==> src/rtl/dispatch_queue.sv <==
// N-wide in-order dispatch buffer between rename and issue/ROB enqueue.
// Optional same-cycle bypass when empty: define DISPATCH_BYPASS_EN.

`ifndef ROB_STATE_IDLE
`define ROB_STATE_IDLE 2'd0
`endif

module dispatch_queue #(
   parameter int unsigned WIDTH        = 2,
   parameter int unsigned DEPTH        = 8,
   parameter int unsigned PAYLOAD_W    = 256,
   parameter int unsigned ROB_SIZE_LOG = 6
) (
   input  logic                            clock,
   input  logic                            reset_n,
   input  logic [WIDTH-1:0]                in_valid,
   input  logic [WIDTH*PAYLOAD_W-1:0]      in_payload,
   output logic                            in_ready,
   input  logic [ROB_SIZE_LOG:0]           rob_free_cnt,
   input  logic                            enq_robidx_flag,
   input  logic [ROB_SIZE_LOG-1:0]         enq_robidx,
   input  logic [1:0]                      rob_state,
   output logic [WIDTH-1:0]                out_valid,
   input  logic [WIDTH-1:0]                out_ready,
   output logic [WIDTH*PAYLOAD_W-1:0]      out_payload,
   output logic [WIDTH-1:0]                out_robidx_flag,
   output logic [WIDTH*ROB_SIZE_LOG-1:0]   out_robidx,
   input  logic                            flush_valid,
   output logic [$clog2(DEPTH+1)-1:0]      occupancy
);

   localparam int unsigned PTR_W  = $clog2(DEPTH);
   localparam int unsigned CNT_W  = $clog2(DEPTH+1);
   localparam int unsigned LANE_W = $clog2(WIDTH+1);
   localparam int unsigned ROB_W  = ROB_SIZE_LOG;

   logic [PAYLOAD_W-1:0] mem_q [DEPTH];
   logic [PTR_W-1:0]     head_q, head_d;
   logic [PTR_W-1:0]     tail_q, tail_d;
   logic [CNT_W-1:0]     count_q, count_d;

   logic [LANE_W-1:0]    enq_n;
   logic [LANE_W-1:0]    fire_n;
   logic [LANE_W-1:0]    skip_n;
   logic                 byp;
   logic                 rob_idle;
   logic                 fire_run;
   logic [ROB_W:0]       rob_sum;

   assign rob_idle  = (rob_state == `ROB_STATE_IDLE);
   assign in_ready  = ((32'(DEPTH) - 32'(count_q)) >= 32'(WIDTH)) & ~flush_valid;
   assign occupancy = count_q;

   // Bypass path is only live while the queue is empty.
   always_comb begin
      byp = 1'b0;
`ifdef DISPATCH_BYPASS_EN
      byp = (count_q == '0);
`endif
   end

   // Issue presentation, ROB stamping and leading-run fire count.
   always_comb begin
      out_valid       = '0;
      out_payload     = '0;
      out_robidx      = '0;
      out_robidx_flag = '0;
      fire_n          = '0;
      fire_run        = 1'b1;
      rob_sum         = '0;
      for (int k = 0; k < WIDTH; k++) begin
         if (byp) begin
            out_valid[k] = in_valid[k];
            out_payload[k*PAYLOAD_W +: PAYLOAD_W] = in_payload[k*PAYLOAD_W +: PAYLOAD_W];
         end else begin
            out_valid[k] = (32'(count_q) > 32'(k));
            out_payload[k*PAYLOAD_W +: PAYLOAD_W] = mem_q[head_q + PTR_W'(k)];
         end
         out_valid[k] = out_valid[k] & (32'(rob_free_cnt) > 32'(k)) & rob_idle & ~flush_valid;
         rob_sum = {1'b0, enq_robidx} + (ROB_W+1)'(k);
         out_robidx[k*ROB_W +: ROB_W] = rob_sum[ROB_W-1:0];
         out_robidx_flag[k] = enq_robidx_flag ^ rob_sum[ROB_W];
         fire_run = fire_run & out_valid[k] & out_ready[k];
         if (fire_run) fire_n = fire_n + LANE_W'(1);
      end
   end

   // Enqueue count; in_valid is thermometer so popcount is the lane span.
   always_comb begin
      enq_n = '0;
      for (int k = 0; k < WIDTH; k++) begin
         if (in_valid[k] && in_ready) enq_n = enq_n + LANE_W'(1);
      end
      skip_n = byp ? fire_n : '0;
   end

   always_comb begin
      head_d  = head_q;
      tail_d  = tail_q;
      count_d = count_q + CNT_W'(enq_n) - CNT_W'(fire_n);
      if (flush_valid) begin
         head_d  = '0;
         tail_d  = '0;
         count_d = '0;
      end else if (byp) begin
         tail_d = tail_q + PTR_W'(enq_n) - PTR_W'(fire_n);
      end else begin
         head_d = head_q + PTR_W'(fire_n);
         tail_d = tail_q + PTR_W'(enq_n);
      end
   end

   always_ff @(posedge clock or negedge reset_n) begin
      if (!reset_n) begin
         head_q  <= '0;
         tail_q  <= '0;
         count_q <= '0;
      end else begin
         head_q  <= head_d;
         tail_q  <= tail_d;
         count_q <= count_d;
      end
   end

   // Entry storage is not reset; lanes already bypassed to issue are skipped.
   always_ff @(posedge clock) begin
      for (int k = 0; k < WIDTH; k++) begin
         if (in_ready && in_valid[k] && (32'(k) >= 32'(skip_n))) begin
            mem_q[tail_q + PTR_W'(k) - PTR_W'(skip_n)] <= in_payload[k*PAYLOAD_W +: PAYLOAD_W];
         end
      end
   end

endmodule

==> config.mk <==
export PLATFORM = sky130hd
export DESIGN_NAME = dispatch_queue
export DESIGN_NICKNAME = d
export VERILOG_FILES = /design/src/rtl/dispatch_queue.sv
export SDC_FILE = /design/constraint.sdc
export NUM_CORES = 2
export LEC_CHECK = 0
export CORE_ASPECT_RATIO = 1.1
export CORE_MARGIN = 2
export CORE_UTILIZATION = 25
export DETAILED_ROUTE_END_ITERATION = 16
export MAX_ROUTING_LAYER = met4
export PLACE_DENSITY = 0.53
export REMOVE_ABC_BUFFERS = 1
export SKIP_LAST_GASP = 1
export SYNTH_ARGS = -nofsm -noshare
export SYNTH_HDL_FRONTEND = slang
export SYNTH_SLANG_ARGS = --single-unit
==> constraint.sdc <==
create_clock -name clock -period 16.7 [get_ports clock]
set_clock_uncertainty 0.2 [all_clocks]
set_input_delay 4.175 -clock clock [delete_from_list [all_inputs] [get_ports clock]]
set_output_delay 4.175 -clock clock [all_outputs]
set_load 0.02 [all_outputs]
==> results.cfg <==
[status]
status = complete, no violations

[timing]
worst_hold_slack_ps = 586.0
period_share = 0.6427
timing_hold_violations_final = 0
tns_ps = 0
max_slew.worst_pin.slew_ps = 1103
setup_viol = 0
max_freq_mhz = 93.16
slew_headroom = 0.2632
fin_crit_ps = 10730
final_max_slew_viol_count = 0
setup_ws_ps = 5966
rsz0062_at_grt = false

[critical_path]
critPathRequiredTime_ps = 12320
slowest_stage = buf_4
cp_num_buf_inv = 5
r2r_setup_slack_ps = 11010
cp_top_family = buffers and inverters
worstPathArrival_ps = 6360
start_kind = flop
path_cells = buf_4, buf_4, buf_12, buf_12, mux4_2, mux2_2, clkdlybuf4s50_1
crit_path_end_kind = output port
crit_fanout = 121
slowest_delay_ps = 770
path_class = flop to output port

[detailed_routing]
via_per_inst = 5.032
vias = 69080
antenna_left = 0
drc_errors = 0
firstDrtPassIters = 8
routed_wl_um = 412900
first_iter_violations = 5369
avgRoutedWirePerCell_um = 30.08

[clock_tree]
cts_root_buffer = clkbuf_16
max-clock-path-buffers = 4
cts_tree = yes
cts_buffers = 245
insertion_delay_ps = 940
postCtsSetupBuffers = 0
htreeDepth = 4
path_clk_slew_ps = 60
cts_repair_resize_count = 0
cts_hold_buf = 0
clock-sinks = 2058

[synth]
synth_edf_count = 2048
synth.avg_cell_area_um2 = 18.68
seq_area_frac_synth = 0.5259
ys_types = 39
syn_inst = 6286
synth-seq-cells = 2058
yosys.area.top_type_share = 0.5238
async_reset_ff_frac = 0.004859
yosysTopAreaCell = edfxtp_1
ys_warn_count = 0
ys.flop_type = edfxtp_1
synth_area_leaders = edfxtp_1 (52%), mux2_2 (24%), mux4_2 (20%)
netlist_area_um2 = 117400

[grt]
grt_pass1_vias = 74490
grt_use_total = 0.1732
grt_pass1_wl_um = 574500
antenna_found_initial = 147
grt_overflow = 0
grt_max_degree = 122

[place]
placed_cells = 13200
place_hpwl_um = 249200
place_congestion = 0.7964
dp_slack_ps = 6105
portBuffers = 1067

[die]
io_pins = 1068
core-area_um2 = 466900
die_y_um = 722.8
rows = 263
die_area_um2 = 475100
start_util = 0.2514
die_w_um = 657.4

[worst_hold_path]
hold_class = flop to flop

[power_and_ir_drop]
irDropWorstVdd_v = 0.0001515
leakage_uw = 0.04228
p_total_uw = 17170
p_per_area_nw_per_um2 = 120.2

[cells_and_area]
nFillCells = 45420
multi_input_area_um2 = 52960
seq_area_um2 = 61760
drive_gt1_frac = 0.5498
layout.nets = 7780
area_growth_pct = 21.64
finalNonFillerCells = 13730

[run]
max-cap-violations = 0
-- cell type report --
| type | count | area share |
|---|---|---|
| flip-flops and latches | 2058 | 0.4324 |
| multi-input cells | 3689 | 0.3708 |
| repair buffers | 1213 | 0.08561 |
| well taps | 6227 | 0.05455 |
| clock buffers | 287 | 0.04433 |
| clock inverters | 153 | 0.01037 |
| diodes | 85 | 0.001489 |
| inverters | 16 | 0.0004205 |
-- final timing paths --
kind,startpoint,to,depth (start not counted)
setup / recovery,head_q[0]$_DFF_PN0_,out_payload[329],7
setup reg to reg,tail_q[0]$_DFF_PN0_,mem_q[7][198]$_DFFE_PP_,9
max in group asynchronous,reset_n,head_q[1]$_DFF_PN0_,1
hold / removal,tail_q[2]$_DFF_PN0_,tail_q[2]$_DFF_PN0_,2
hold reg to reg,tail_q[2]$_DFF_PN0_,tail_q[2]$_DFF_PN0_,2
min in group asynchronous,reset_n,tail_q[2]$_DFF_PN0_,1
-- power breakdown --
group / internal [uW] / switching (uW) / total (uW)
clock: 3060 / 2290 / 5350
combinational: 2290 / 2790 / 5080
sequential: 6500 / 238 / 6740
total: 11900 / 5320 / 17200
-- worst register-to-register path, cell delays in order, from the launching register on --
cell and delay (ps):
dfrtp_1 630, ha_1 300, xor2_1 460, nand3_1 220
a21oi_4 210, buf_12 570, buf_4 780, buf_4 850
buf_4 760, mux2_2 430
-- through the flow --
stage	cell area, um^2	utilization
after floorplan	114600	-
after global placement	134800	0.2887
after detailed placement	134800	0.2887
after CTS	142600	0.3054
after global routing	142800	0.3058
final	142800	0.3059
-- cells in the final DEF (no fill, tap or decap), types with 6 or more instances in the layout --
master / n
mux2_1: 20
dfrtp_1: 7
mux2_2: 2540
clkinv_2: 51
nor2_1: 10
ha_1: 17
a21oi_4: 6
clkbuf_16: 247
nand3_1: 9
buf_12: 36
edfxtp_1: 2048
mux4_2: 1024
clkbuf_1: 40
inv_1: 16
buf_4: 110
nor2b_1: 7
clkinv_1: 56
diode_2: 85
clkinvlp_4: 6
clkdlybuf4s50_1: 1067
clkinv_4: 7
bufinv_16: 24
xnor2_1: 8
-- kinds of logic after synthesis --
logic type	after synthesis	share of synthesized area
XOR/XNOR	12	0.0008952
AO/OA/AOI/OAI	24	0.001950
flip-flops	2058	0.5259
multiplexers	3584	0.4420
AND/OR/NAND/NOR	47	0.002206
buffers and inverters	539	0.02447
adder cells (fa/ha/maj)	22	0.002600
-- synth_stat cells (3+ instances only) --
library cell  instances
mux2_2             2540
edfxtp_1           2048
mux4_2             1024
clkbuf_1            139
buf_1               127
buf_4               111
buf_2               106
buf_6                40
mux2_1               20
ha_1                 18
inv_1                16
dfrtp_1              10
nor2_1               10
nand3_1               9
xnor2_1               8
nor2b_1               7
a21oi_1               5
a31o_2                4
and2_1                4
fa_1                  4
xor2_1                4
a21oi_2               3
a41o_1                3
nand2_1               3
nor3_1                3
-- sequential cells by signal, summed over array words and instances, names as in the netlist --
signal     flops
mem_q       2048
occupancy      4
tail_q         3
head_q         3
-- per-layer routing --
metal	up-vias	GRT usage	wire length [um]
met2	2279	0.2949	209500
met5	-	-	0
li1	28630	-	-
met4	0	0.05965	13530
met1	37530	0.2061	165600
met3	647	0.03121	24270
No activity file was read; power rests on OpenSTA's default activity.
